==> config.mk <==
export PLATFORM = sky130hd
export DESIGN_NAME = fifo_axis_framer
export DESIGN_NICKNAME = d
export VERILOG_FILES = /design/src/rtl/axis_pkg.sv /design/src/rtl/axis_skid_buf.sv /design/src/rtl/fifo_axis_framer.sv
export SDC_FILE = /design/constraint.sdc
export NUM_CORES = 1
export LEC_CHECK = 0
export CORE_ASPECT_RATIO = 1.4
export CORE_MARGIN = 2
export CORE_UTILIZATION = 25
export CTS_CLUSTER_SIZE = 28
export DETAILED_ROUTE_END_ITERATION = 8
export DONT_BUFFER_PORTS = 1
export PLACE_DENSITY = 0.41
export RECOVER_POWER = 100
export SETUP_SLACK_MARGIN = 0.4
export SLEW_MARGIN = 5
export SYNTH_ARGS = -nofsm -noshare
export SYNTH_HDL_FRONTEND = slang
export SYNTH_HIERARCHICAL = 1
export SYNTH_SLANG_ARGS = --single-unit
==> constraint.sdc <==
create_clock -name m_axis_aclk -period 7.08 [get_ports m_axis_aclk]
set_input_delay 0.708 -clock m_axis_aclk [delete_from_list [all_inputs] [get_ports m_axis_aclk]]
set_output_delay 0.708 -clock m_axis_aclk [all_outputs]
set_load 0.1 [all_outputs]
==> src/rtl/axis_pkg.sv <==
// Shared encodings for the FIFO-to-AXI4-Stream framer: frame FSM states and skid depth.
// Holds no logic; imported by the framer and its skid buffer.
package axis_pkg;

    localparam int BUF_D = 3;

    typedef enum logic {
        ST_IDLE = 1'b0,
        ST_OPEN = 1'b1
    } frame_st_t;

endpackage

==> src/rtl/axis_skid_buf.sv <==
// 3-deep shift-register FIFO; entry 0 is the head and drives tdata straight from a flop.
// Zero-latency pop; push lands the clk after the FIFO read, and the caller never pushes when full.
module axis_skid_buf
    import axis_pkg::*;
#(
    parameter int DATA_W = 32
) (
    input  logic              m_axis_aclk,
    input  logic              m_axis_aresetn,
    input  logic              push_vld,
    input  logic [DATA_W-1:0] push_dat,
    input  logic              pop_vld,
    output logic [DATA_W-1:0] head_dat,
    output logic [1:0]        cnt
);

    logic [DATA_W-1:0] mem_q [BUF_D];
    logic [DATA_W-1:0] mem_d [BUF_D];
    logic [1:0]        cnt_q;
    logic [1:0]        cnt_d;
    logic [1:0]        wr_idx;

    always_comb begin
        mem_d  = mem_q;
        wr_idx = cnt_q - {1'b0, pop_vld};
        if (pop_vld) begin
            for (int i = 0; i < BUF_D - 1; i++) begin
                mem_d[i] = mem_q[i+1];
            end
        end
        // A push in the same clk as a pop lands one slot lower.
        if (push_vld && (wr_idx < 2'(BUF_D))) begin
            mem_d[wr_idx] = push_dat;
        end
        cnt_d = cnt_q + {1'b0, push_vld} - {1'b0, pop_vld};
    end

    always_ff @(posedge m_axis_aclk or negedge m_axis_aresetn) begin
        if (!m_axis_aresetn) begin
            for (int i = 0; i < BUF_D; i++) begin
                mem_q[i] <= '0;
            end
            cnt_q <= '0;
        end else begin
            mem_q <= mem_d;
            cnt_q <= cnt_d;
        end
    end

    assign head_dat = mem_q[0];
    assign cnt      = cnt_q;

endmodule

==> src/rtl/fifo_axis_framer.sv <==
// Drains a 1-cycle-latency FIFO into an AXI4-Stream master, framing beats by a runtime length.
// First word out after 2 clks (len 1) or 3 clks; tready low fills the 3-deep skid, then FIFO reads stop.
module fifo_axis_framer
    import axis_pkg::*;
#(
    parameter int DATA_W = 32,
    parameter int LEN_W  = 16,
    parameter int TO_W   = 16
) (
    input  logic                m_axis_aclk,
    input  logic                m_axis_aresetn,
    input  logic                cfg_enable,
    input  logic [LEN_W-1:0]    cfg_frame_len,
    input  logic [TO_W-1:0]     cfg_timeout,
    input  logic                fifo_empty,
    input  logic [DATA_W-1:0]   fifo_rd_data,
    output logic                fifo_rd_en,
    output logic                m_axis_tvalid,
    input  logic                m_axis_tready,
    output logic [DATA_W-1:0]   m_axis_tdata,
    output logic [DATA_W/8-1:0] m_axis_tkeep,
    output logic                m_axis_tlast,
    output logic                m_axis_tuser,
    output logic [31:0]         stat_frames,
    output logic                stat_partial,
    output logic                busy
);

    frame_st_t         state_q, state_d;
    logic [LEN_W-1:0]  len_q, len_d;
    logic [LEN_W-1:0]  beat_q, beat_d;
    logic [TO_W-1:0]   timer_q, timer_d;
    logic [31:0]       frames_q, frames_d;
    logic              partial_q, partial_d;
    logic              inflight_q, inflight_d;
    logic              tvalid_q, tvalid_d;
    logic              tlast_q, tlast_d;
    logic              tuser_q, tuser_d;

    logic              hs;
    logic [1:0]        cnt;
    logic [1:0]        cnt_nxt;
    logic [2:0]        occ_after_pop;
    logic [LEN_W-1:0]  cfg_len_eff;
    logic [LEN_W-1:0]  len_cur;
    logic [LEN_W-1:0]  len_nxt;
    logic              last_known;
    logic              idle_ok;
    logic              to_hit;

    assign hs            = tvalid_q & m_axis_tready;
    assign cfg_len_eff   = (cfg_frame_len == '0) ? LEN_W'(1) : cfg_frame_len;
    assign len_cur       = (state_q == ST_OPEN) ? len_q : cfg_len_eff;
    assign occ_after_pop = {1'b0, cnt} + {2'b0, inflight_q} - {2'b0, hs};
    assign fifo_rd_en    = cfg_enable & ~fifo_empty & (occ_after_pop < 3'(BUF_D));
    assign inflight_d    = fifo_rd_en;
    assign cnt_nxt       = cnt + {1'b0, inflight_q} - {1'b0, hs};

    axis_skid_buf #(
        .DATA_W (DATA_W)
    ) u_skid (
        .m_axis_aclk    (m_axis_aclk),
        .m_axis_aresetn (m_axis_aresetn),
        .push_vld       (inflight_q),
        .push_dat       (fifo_rd_data),
        .pop_vld        (hs),
        .head_dat       (m_axis_tdata),
        .cnt            (cnt)
    );

    always_ff @(posedge m_axis_aclk or negedge m_axis_aresetn) begin
        if (!m_axis_aresetn) begin
            state_q <= ST_IDLE;
            len_q   <= '0;
            beat_q  <= '0;
        end else begin
            state_q <= state_d;
            len_q   <= len_d;
            beat_q  <= beat_d;
        end
    end

    always_comb begin
        state_d = state_q;
        len_d   = len_q;
        beat_d  = beat_q;
        if (hs) begin
            if (tlast_q) begin
                state_d = ST_IDLE;
                beat_d  = '0;
            end else begin
                state_d = ST_OPEN;
                beat_d  = beat_q + LEN_W'(1);
                if (state_q == ST_IDLE) begin
                    len_d = cfg_len_eff;
                end
            end
        end
    end

    always_comb begin
        len_nxt    = (state_d == ST_OPEN) ? len_d : cfg_len_eff;
        last_known = (beat_d == len_nxt - LEN_W'(1));
        // Only a lone held-back head (or nothing) counts as idle; any arrival or handshake restarts it.
        idle_ok    = (state_q == ST_OPEN) & (cnt <= 2'd1) & ~inflight_q & ~hs;
        timer_d    = '0;
        if (idle_ok) begin
            timer_d = (timer_q == '1) ? timer_q : timer_q + TO_W'(1);
        end
        to_hit     = (cfg_timeout != '0) & (timer_d >= cfg_timeout);

        tvalid_d = tvalid_q;
        tlast_d  = tlast_q;
        tuser_d  = tuser_q;
        if (!tvalid_q || m_axis_tready) begin
            tvalid_d = 1'b0;
            tlast_d  = 1'b0;
            tuser_d  = 1'b0;
            if (cnt_nxt >= 2'd2) begin
                tvalid_d = 1'b1;
                tlast_d  = last_known;
            end else if ((cnt_nxt == 2'd1) && (last_known || to_hit || !cfg_enable)) begin
                tvalid_d = 1'b1;
                tlast_d  = 1'b1;
            end
            tuser_d = tvalid_d & (state_d == ST_IDLE);
        end

        frames_d  = frames_q + {31'd0, hs & tlast_q};
        partial_d = hs & tlast_q & ((beat_q + LEN_W'(1)) < len_cur);
    end

    always_ff @(posedge m_axis_aclk or negedge m_axis_aresetn) begin
        if (!m_axis_aresetn) begin
            timer_q    <= '0;
            frames_q   <= '0;
            partial_q  <= 1'b0;
            inflight_q <= 1'b0;
            tvalid_q   <= 1'b0;
            tlast_q    <= 1'b0;
            tuser_q    <= 1'b0;
        end else begin
            timer_q    <= timer_d;
            frames_q   <= frames_d;
            partial_q  <= partial_d;
            inflight_q <= inflight_d;
            tvalid_q   <= tvalid_d;
            tlast_q    <= tlast_d;
            tuser_q    <= tuser_d;
        end
    end

    assign m_axis_tvalid = tvalid_q;
    assign m_axis_tlast  = tlast_q;
    assign m_axis_tuser  = tuser_q;
    assign m_axis_tkeep  = '1;
    assign stat_frames   = frames_q;
    assign stat_partial  = partial_q;
    assign busy          = (state_q == ST_OPEN) | (cnt != 2'd0) | inflight_q;

endmodule

==> results of run 1 <==
==> metal layers <==
metal  wire, um  vias up  global-route usage [%]
li1           -     3464                       -
met1      11700     3563                    14.9
met2      14800      142                    23.0
met3       1460       41                    3.77
met4       1210        0                    6.62
met5          0        -                       0
==> synth_stat cells, types with 5 or more instances <==
| library cell | count | share of area, % |
|---|---|---|
| xor2_1 | 24 | 1.9 |
| and2_1 | 7 | 0.40 |
| a21oi_1 | 20 | 0.91 |
| inv_1 | 33 | 1.1 |
| a211oi_1 | 9 | 0.62 |
| buf_1 | 7 | 0.24 |
| clkbuf_1 | 14 | 0.48 |
| xnor2_1 | 51 | 4.1 |
| buf_4 | 36 | 2.5 |
| mux2_2 | 127 | 13 |
| and4_1 | 14 | 1.1 |
| dfrtp_1 | 184 | 42 |
| nand2b_1 | 11 | 0.63 |
| buf_2 | 17 | 0.78 |
| mux2i_1 | 24 | 2.2 |
| nor2_1 | 43 | 1.5 |
| mux2_4 | 30 | 4.1 |
| o21ai_0 | 36 | 1.6 |
| nor3_1 | 15 | 0.68 |
| or3_1 | 10 | 0.57 |
| nand2_1 | 68 | 2.3 |
| ha_1 | 41 | 4.7 |
| a21o_1 | 9 | 0.62 |
| a31oi_1 | 5 | 0.28 |
| nor4_1 | 12 | 0.68 |
| nand4_1 | 12 | 0.68 |
| nor2b_1 | 15 | 0.85 |
| nand3_1 | 28 | 1.3 |
| o211ai_1 | 8 | 0.55 |
| and3_1 | 13 | 0.74 |
==> kinds of logic after synthesis <==
logic type | after synthesis | share of synthesized area [%]
simple gates | 277 | 13.7
other cells | 1 | 0.0342
fa+ha+maj | 42 | 4.86
flops | 184 | 42.0
mux | 185 | 19.7
compound gates | 125 | 7.84
buf+inv | 111 | 5.49
xor+xnor | 77 | 6.40
==> repair_timing <==
action	4_1_cts	5_1_grt
setup endpoints to repair	0	0
endpoints found under the hold margin	184	0
hold buffers	1	0
==> worst min-delay path by stage <==
| stage | start | depth (start not counted) | end |
|---|---|---|---|
| 2_1_floorplan | m_axis_aresetn | 0 | beat_q[0]$_DFF_PN0_ |
| 3_3_place_gp | m_axis_aresetn | 0 | len_q[1]$_DFF_PN0_ |
| 3_5_place_dp | m_axis_aresetn | 0 | len_q[1]$_DFF_PN0_ |
| 4_1_cts | fifo_empty | 1 | inflight_q$_DFF_PN0_ |
| 5_1_grt | fifo_empty | 1 | inflight_q$_DFF_PN0_ |
| 6_report | m_axis_aresetn | 1 | len_q[2]$_DFF_PN0_ |
==> critical path: cells and delay by family, from the launching register on <==
family	cells	cell delay (ns)
fa+ha+maj	3	1.07
buf+inv	5	1.82
flops	1	0.36
simple gates	3	1.25
==> layout make-up <==
type                       instances  area [um2]
multi-input combinational        710        5670
timing repair buffer              10         104
sequential                       184        4610
tap                              552         691
clock inverter                    13         114
fill                            4605       31500
clock buffer                      18         439
inverter                          33         124
==> per-stage QoR <==
stage                     setup slack, ns  cells  power [mW]  utilization (%)  hold WS, ns
after floorplan                     0.651   1005        4.28                -        0.412
after global placement               2.39   1488        4.69             26.1        0.426
after detailed placement             2.32   1488        4.72             26.1        0.423
after CTS                            2.06   1520        5.71             27.5        0.309
after global routing                0.980   1520        5.91             27.2        0.313
final                                1.39   1520        5.52             27.2        0.276
==> where the power goes <==
part	total (mW)	internal, mW	switching (mW)
clock network	0.925	0.466	0.459
registers	2.45	1.40	1.05
logic	2.15	1.02	1.13
total	5.52	2.89	2.63
==> impl_metrics.env, run 1 <==
export IMPL_r2r_cells=10
export IMPL_synth_async_reset_ratio_pct=100
export IMPL_grt_max_degree=185
export IMPL_start_util_pct=25.4
export IMPL_synth_area_um2=11000
export IMPL_core_area_um2=43200
export IMPL_grt_overflow=0
export IMPL_arrival_ns=4.98
export IMPL_numCtsBuffers=17
export IMPL_crit_path_start_kind="register"
export IMPL_p_per_area_nw_per_um2=470
export IMPL_violations="capacitance limit, slew limit"
export IMPL_r2r_end="m_axis_tuser$_DFFE_PN0P_"
export IMPL_synth_edf_count=0
export IMPL_dpl_hpwl_um=21200
export IMPL_ctsResizeCount=0
export IMPL_crit_top_cell="inv_1"
export IMPL_die_area_um2=45600
export IMPL_place_gp_congestion=0.847
export IMPL_cts_sinks=184
export IMPL_slew_violations=59
export IMPL_grt_pass1_wl_um=46200
export IMPL_fp_dieH_um=252
export IMPL_tightest_slew_ns=2.42
export IMPL_clock_insertion_delay_worst_skew_ns=0.46
export IMPL_seq_area_frac_synth_pct=42.0
export IMPL_final_area_um2=11700
export IMPL_finClkSkew_ns=0.0146
export IMPL_p_leak_nw=5.15
export IMPL_slowest_stage="inv_1"
export IMPL_grt_pass1_vias=7583
export IMPL_end_kind="output pin"
export IMPL_drt_iter0_drc=330
export IMPL_worstPathMaxFanout=29
export IMPL_drc_errors=0
export IMPL_rsz0062_at_grt="no"
export IMPL_cts_tree="built"
export IMPL_crit_chain="buf_4 -> nand2_1 -> inv_1 -> ha_1 -> inv_1 -> ha_1 -> inv_1 -> fa_1 -> nor2b_1 -> nor4b_2 -> buf_16"
export IMPL_outcome="finished, violations left"
export IMPL_antenna_cells=0
export IMPL_relSlewSlack_pct=-61.6
export IMPL_finalCritPeriodShare_pct=80.3
export IMPL_vdd_ir_drop_max_uv=214
export IMPL_cts_clk_slew_worst_paths_ns=0.07
export IMPL_drive_above_1_share_pct=18.9
export IMPL_drt_pass1_iter_count=4
export IMPL_core_rowCount=90
export IMPL_regToRegSetupSlack_ns=1.54
export IMPL_vias=7210
export IMPL_synth_seq_cells=184
export IMPL_hold_viol_final=0
export IMPL_cpPeakStageDelay_ns=1.11
export IMPL_post_synth_cell_area_avg_um2=11.0
export IMPL_synth_cell_type_count=76
export IMPL_required_ns=6.37
export IMPL_path_class="register to output pin"
export IMPL_grt_use_total_pct=13.3
export IMPL_placed_area_um2=11300
export IMPL_syn_inst=1002
export IMPL_die_w_um=181
export IMPL_ctsHtreeMaxLevel=4
export IMPL_num_io_pins=143
export IMPL_vias_per_cell=4.74
export IMPL_area_delta_synth_final_pct=7.02
export IMPL_r2r_start="m_axis_tlast$_DFFE_PN0P_"
export IMPL_fmax_mhz=176
export IMPL_wl_per_cell_um=19.2
export IMPL_portBuffers=0
export IMPL_final_cell_mix="183 x dfrtp_1, 127 x mux2_2, 69 x nand2_1"
export IMPL_layout_commonest_cell="dfrtp_1"
export IMPL_antenna_left=0
export IMPL_synth_warnings=6
export IMPL_nets=1067
export IMPL_cap_viol_max_count=2
export IMPL_min_period_ns=5.69
export IMPL_ys_flop_type="dfrtp_1"
export IMPL_crit_start="m_axis_tvalid$_DFFE_PN0P_"
export IMPL_cts_root_buf="clkbuf_16"
export IMPL_antenna_found_initial=0
export IMPL_drt_total_wl_um=29200
export IMPL_post_cts_setup_buffers=0
export IMPL_setup_tns_ns=0
export IMPL_hp_class="input port to async pin"
export IMPL_crit_path_end="fifo_rd_en"
export IMPL_report_final_setup_viol=0
export IMPL_cts_max_path_buffers=2
Power figures use the tool's default switching activity.
==> run 2: changes to the inputs <==
==> constraint.sdc (replaced) <==
create_clock -name m_axis_aclk -period 5.7 [get_ports m_axis_aclk]
set_input_delay 0.57 -clock m_axis_aclk [delete_from_list [all_inputs] [get_ports m_axis_aclk]]
set_output_delay 0.57 -clock m_axis_aclk [all_outputs]
set_load 0.1 [all_outputs]
==> run 2 against run 1 <==
Net effect:
- the run still ends with capacitance limit, slew limit left
- clock power rose by 42%
- wire length is 0.14% higher
- cell count up 0.53%
- worst hold slack worse by 0.15 ns
- critical endpoint is now m_axis_tvalid$_DFFE_PN0P_
==> impl_metrics.env, run 2 (synthesis gave the netlist of run 1 again) <==
export IMPL_outcome="finished, violations left"
export IMPL_violations="capacitance limit, slew limit"
export IMPL_drive_above_1_share_pct=19.4
export IMPL_cts_sinks=184
export IMPL_drt_pass1_iter_count=4
export IMPL_p_int_mw=3.74
export IMPL_p_sw_share_pct=46.8
export IMPL_p_switching_mw=3.29
export IMPL_fin_util_pct=27.4
export IMPL_slew_violations=33
export IMPL_combPwrFrac_pct=38.4
export IMPL_grt_overflow=0
export IMPL_crit_path_start_kind="register"
export IMPL_p_per_area_nw_per_um2=593
export IMPL_fmax_mhz=212
export IMPL_dpl_hpwl_um=20900
export IMPL_hp_class="input port to async pin"
export IMPL_numCtsBuffers=17
export IMPL_finalCritPeriodShare_pct=82.6
export IMPL_vdd_ir_drop_max_uv=215
export IMPL_grt_max_degree=185
export IMPL_end_kind="register"
export IMPL_cts_clk_slew_worst_paths_ns=0.07
export IMPL_design_power_total_mw=7.03
export IMPL_hold_viol_final=0
export IMPL_drt_iter0_drc=330
export IMPL_drc_errors=0
export IMPL_required_ns=6.03
export IMPL_area_delta_synth_final_pct=8.06
export IMPL_min_period_ns=4.71
export IMPL_start_util_pct=25.4
export IMPL_fin_hold_ws_ns=0.127
export IMPL_ctsHtreeMaxLevel=4
export IMPL_relSlewSlack_pct=-49.3
export IMPL_placed_cells=1495
export IMPL_setup_tns_ns=0
export IMPL_core_area_um2=43200
export IMPL_post_cts_setup_buffers=0
export IMPL_nets=1074
export IMPL_cap_viol_max_count=1
export IMPL_finClkSkew_ns=0.00838
export IMPL_r2r_cells=16
export IMPL_core_rowCount=90
export IMPL_vias_per_cell=4.78
export IMPL_antenna_left=0
export IMPL_cts_tree="built"
export IMPL_drt_total_wl_um=29200
export IMPL_clock_insertion_delay_worst_skew_ns=0.46
export IMPL_die_w_um=181
export IMPL_grt_pass1_wl_um=46100
export IMPL_cts_max_path_buffers=2
export IMPL_die_area_um2=45600
export IMPL_grt_pass1_vias=7757
export IMPL_report_final_setup_viol=0
export IMPL_vias=7297
export IMPL_worstPathMaxFanout=28
export IMPL_grt_use_total_pct=13.3
export IMPL_antenna_cells=0
export IMPL_rsz0062_at_grt="no"
export IMPL_fp_dieH_um=252
export IMPL_antenna_found_initial=0
export IMPL_num_io_pins=143
export IMPL_tightest_slew_ns=2.24
export IMPL_portBuffers=0
export IMPL_pwr_share_clk_pct=18.7
export IMPL_nFillCells=4547
export IMPL_path_class="register to register"
export IMPL_cts_root_buf="clkbuf_16"
export IMPL_wl_per_cell_um=19.1
export IMPL_layout_commonest_cell="dfrtp_1"
export IMPL_final_cell_mix="183 x dfrtp_1, 127 x mux2_2, 69 x nand2_1"
export IMPL_place_gp_congestion=0.848
export IMPL_power_frac_seq_pct=42.9
export IMPL_fin_cells=1528
export IMPL_p_leak_nw=5.23
export IMPL_arrival_ns=5.04
-- run 2: cell types whose count changed in the layout (fill, tap and decap cells not counted), sizes merged --
cell / previous run / this run
clkinvlp: 6 / 1
clkbuf: 21 / 25
inv: 38 / 40
buf: 7 / 11
bufinv: 0 / 3
-- run 2: layer usage --
metal | wire [um] | share of wire [%] | vias to the layer above | global-route usage, %
li1 | - | - | 3485 | -
met1 | 11500 | 39 | 3628 | 14.4
met2 | 15200 | 52 | 141 | 23.8
met3 | 1380 | 4.7 | 43 | 3.38
met4 | 1180 | 4.0 | 0 | 7.22
met5 | 0 | 0 | - | 0
-- run 2: power groups by stage --
stage                     Combinational [mW]  Clock [mW]  Sequential [mW]
after floorplan                         3.18           0             2.15
after global placement                  2.80           0             3.05
after detailed placement                2.83           0             3.05
after CTS                               2.87        1.37             3.03
after global routing                    3.01        1.41             3.09
final                                   2.70        1.31             3.02
-- run 2: repair_timing --
item                      CTS  global route
hold buffers                1             0
gates resized for setup     0             0
hold endpoints to repair  184             0
-- run 2: critical path, stage by stage (launching register included) --
cell and delay, ns:
dfrtp_1 0.39, buf_4 0.27, nand2_1 0.14, clkbuf_1 1.02
nand3_1 0.18, buf_4 0.27, nand2b_1 0.18, ha_1 0.27
nand2b_1 0.14, a21o_1 0.17, a21o_1 0.16, a21o_1 0.17
a21o_1 0.18, a2111oi_0 0.47, o211ai_1 0.20, a22oi_1 0.25
o21ai_1 0.10
-- run 2: area by class of cell --
cell class	instances	area [um2]	share of cell area (%)
multi-input cells	710	5680	47.9
flip-flops and latches	184	4610	38.8
well taps	552	691	5.82
clock buffers	19	453	3.82
clock inverters	13	178	1.50
repair buffers	17	125	1.05
inverters	33	124	1.04
-- run 2: metrics by stage --
| step | area (um2) | worst slack (ns) |
|---|---|---|
| floorplan | 11000 | 0.808 |
| detailed placement | 11300 | 1.04 |
| global route | 11900 | 0.521 |
| CTS | 12000 | 1.32 |
| global placement | 11300 | 1.05 |
| finish | 11900 | 0.994 |
-- run 2: path summary, 6_finish.rpt --
path | startpoint | endpoint | slack (ns)
max reg2reg | m_axis_tvalid$_DFFE_PN0P_ | m_axis_tvalid$_DFFE_PN0P_ | 0.99
min in group m_axis_aclk | fifo_rd_data[13] | u_skid/head_dat[13]$_DFF_PN0_ | 0.24
min | m_axis_aresetn | len_q[2]$_DFF_PN0_ | 0.13
max in group asynchronous | m_axis_aresetn | u_skid/mem_q[41]$_DFF_PN0_ | 4.68
min reg2reg | register | register | 0.48
max | m_axis_tvalid$_DFFE_PN0P_ | m_axis_tvalid$_DFFE_PN0P_ | 0.99
==> run 3: changes to the inputs <==
==> constraint.sdc (replaced) <==
create_clock -name m_axis_aclk -period 4.7 [get_ports m_axis_aclk]
set_input_delay 0.47 -clock m_axis_aclk [delete_from_list [all_inputs] [get_ports m_axis_aclk]]
set_output_delay 0.47 -clock m_axis_aclk [all_outputs]
set_load 0.1 [all_outputs]
==> run 3 against run 2 <==
Net effect:
- first-iteration DRC count down 0.91%
- core utilization about the same
- non-clock buffer count up 11
- power up 20%
- highest routed layer unchanged
- wire length up 0.26%
- flip-flop and latch count unchanged
- worst hold slack worse by 0.39 ns
- the run ends with hold timing, capacitance limit, slew limit left
- cell count up 0.65%
- count of clock-buffer cells in the layout unchanged
- combinational power up 26%
- cell area about the same
- clock skew up 0.0027 ns
==> impl_metrics.env, run 3 (synthesis gave the netlist of run 1 again) <==
export IMPL_finClkSkew_ns=0.0111
export IMPL_nFillCells=4617
export IMPL_antenna_left=0
export IMPL_clock_insertion_delay_worst_skew_ns=0.45
export IMPL_num_io_pins=143
export IMPL_end_kind="register"
export IMPL_regToRegSetupSlack_ns=0.43
export IMPL_ctsHtreeMaxLevel=4
export IMPL_die_w_um=181
export IMPL_required_ns=5.06
export IMPL_finalCritPeriodShare_pct=90.9
export IMPL_grt_use_total_pct=13.2
export IMPL_layout_commonest_cell="dfrtp_1"
export IMPL_hp_class="input port to async pin"
export IMPL_min_period_ns=4.27
export IMPL_core_rowCount=90
export IMPL_place_gp_congestion=0.826
export IMPL_nets=1085
export IMPL_fin_util_pct=27.4
export IMPL_die_area_um2=45600
export IMPL_antenna_cells=0
export IMPL_antenna_found_initial=1
export IMPL_drc_errors=0
export IMPL_drt_total_wl_um=29300
export IMPL_cts_sinks=184
export IMPL_multiInputGateArea_um2=5690
export IMPL_grt_overflow=0
export IMPL_crit_path_start_kind="register"
export IMPL_p_leak_nw=5.22
export IMPL_slowest_stage="clkbuf_1"
export IMPL_p_per_area_nw_per_um2=709
export IMPL_violations="hold timing, capacitance limit, slew limit"
export IMPL_worstPathMaxFanout=14
export IMPL_cpPeakStageDelay_ns=0.70
export IMPL_relSlewSlack_pct=-17.4
export IMPL_rsz0062_at_grt="no"
export IMPL_ff_latch_area_um2=4610
export IMPL_fin_cells=1538
export IMPL_grt_pass1_wl_um=46000
export IMPL_cap_viol_max_count=1
export IMPL_final_cell_mix="182 x dfrtp_1, 127 x mux2_2, 68 x nand2_1"
export IMPL_crit_chain="nand3_1 -> clkbuf_1 -> inv_1 -> nor4bb_1 -> a31oi_1 -> a211oi_2 -> xnor3_1 -> or4_4 -> a2111oi_4 -> a22oi_1 -> o21ai_0"
export IMPL_fp_dieH_um=252
export IMPL_cts_root_buf="clkbuf_16"
export IMPL_vias_per_cell=4.72
export IMPL_area_delta_synth_final_pct=8.07
export IMPL_setup_tns_ns=0
export IMPL_r2r_cells=11
export IMPL_vdd_ir_drop_max_uv=316
export IMPL_core_area_um2=43200
export IMPL_r2r_start="m_axis_tvalid$_DFFE_PN0P_"
export IMPL_slew_violations=65
export IMPL_placed_cells=1507
export IMPL_post_cts_setup_buffers=0
export IMPL_start_util_pct=25.4
export IMPL_cts_tree="built"
export IMPL_numCtsBuffers=17
export IMPL_dpl_hpwl_um=21100
export IMPL_outcome="finished, violations left"
export IMPL_drive_above_1_share_pct=19.4
export IMPL_cts_max_path_buffers=2
export IMPL_report_final_setup_viol=0
export IMPL_portBuffers=0
export IMPL_drt_iter0_drc=327
export IMPL_arrival_ns=4.63
export IMPL_wl_per_cell_um=19.1
export IMPL_vias=7267
export IMPL_drt_pass1_iter_count=4
export IMPL_grt_pass1_vias=7612
export IMPL_r2r_end="m_axis_tvalid$_DFFE_PN0P_"
export IMPL_grt_max_degree=185
export IMPL_fmax_mhz=234
export IMPL_fin_hold_ws_ns=-0.267
export IMPL_tightest_slew_ns=1.76
export IMPL_path_class="register to register"
export IMPL_cts_clk_slew_worst_paths_ns=0.07
export IMPL_hold_viol_final=184
## run 3: cell types whose count changed in the layout (fill, tap and decap cells not counted), sizes merged
cell | before | now
clkbuf | 25 | 37
clkinv | 2 | 5
inv | 40 | 37
buf | 11 | 10
bufinv | 3 | 2
## run 3: cell type report
cell class / count / area share, %
clock buffer: 19 / 3.82
clock inverter: 12 / 1.19
inverter: 33 / 1.04
multi-input combinational: 710 / 47.9
sequential: 184 / 38.9
tap: 552 / 5.82
timing repair buffer: 28 / 1.33
## run 3: power breakdown
| part | switching, mW | total, mW | internal (mW) |
|---|---|---|---|
| Sequential | 1.42 | 3.53 | 2.11 |
| Combinational | 1.84 | 3.39 | 1.55 |
| Clock | 0.676 | 1.50 | 0.819 |
| Total | 3.94 | 8.42 | 4.48 |
## run 3: critical path, delay by kind of cell (launching register included)
family	cells	cell delay, ns
buffers and inverters	2	0.91
XOR/XNOR	1	0.29
flip-flops	1	0.48
AO/OA/AOI/OAI	5	1.18
AND/OR/NAND/NOR	3	1.33
## run 3: routing by layer
layer,global-route usage (%),up-vias,share of wire [%]
met4,5.48,0,2.4
li1,-,3496,-
met2,23.4,144,52
met5,0,-,0
met1,15.2,3598,41
met3,3.26,29,4.7
## run 3: worst max path at each step
| stage | to | from |
|---|---|---|
| after floorplan | m_axis_tuser$_DFFE_PN0P_ | m_axis_tvalid$_DFFE_PN0P_ |
| after global placement | m_axis_tuser$_DFFE_PN0P_ | timer_q[3]$_DFF_PN0_ |
| after detailed placement | m_axis_tvalid$_DFFE_PN0P_ | timer_q[3]$_DFF_PN0_ |
| after CTS | m_axis_tvalid$_DFFE_PN0P_ | timer_q[3]$_DFF_PN0_ |
| after global routing | m_axis_tvalid$_DFFE_PN0P_ | m_axis_tvalid$_DFFE_PN0P_ |
| final | m_axis_tvalid$_DFFE_PN0P_ | m_axis_tvalid$_DFFE_PN0P_ |
## run 3: what timing repair did
action,4_1_cts,5_1_grt
endpoints found under the hold margin,184,184
gates resized for setup,0,4
setup endpoints to repair,0,4
## run 3: stage by stage
stage / area (um2) / setup slack [ns] / total power, mW
after global routing: 11900 / 0.259 / 9.01
after floorplan: 11000 / 0.412 / 6.49
after CTS: 12000 / 0.457 / 8.72
after global placement: 11500 / 0.567 / 7.13
final: 11900 / 0.430 / 8.42
after detailed placement: 11500 / 0.466 / 7.16
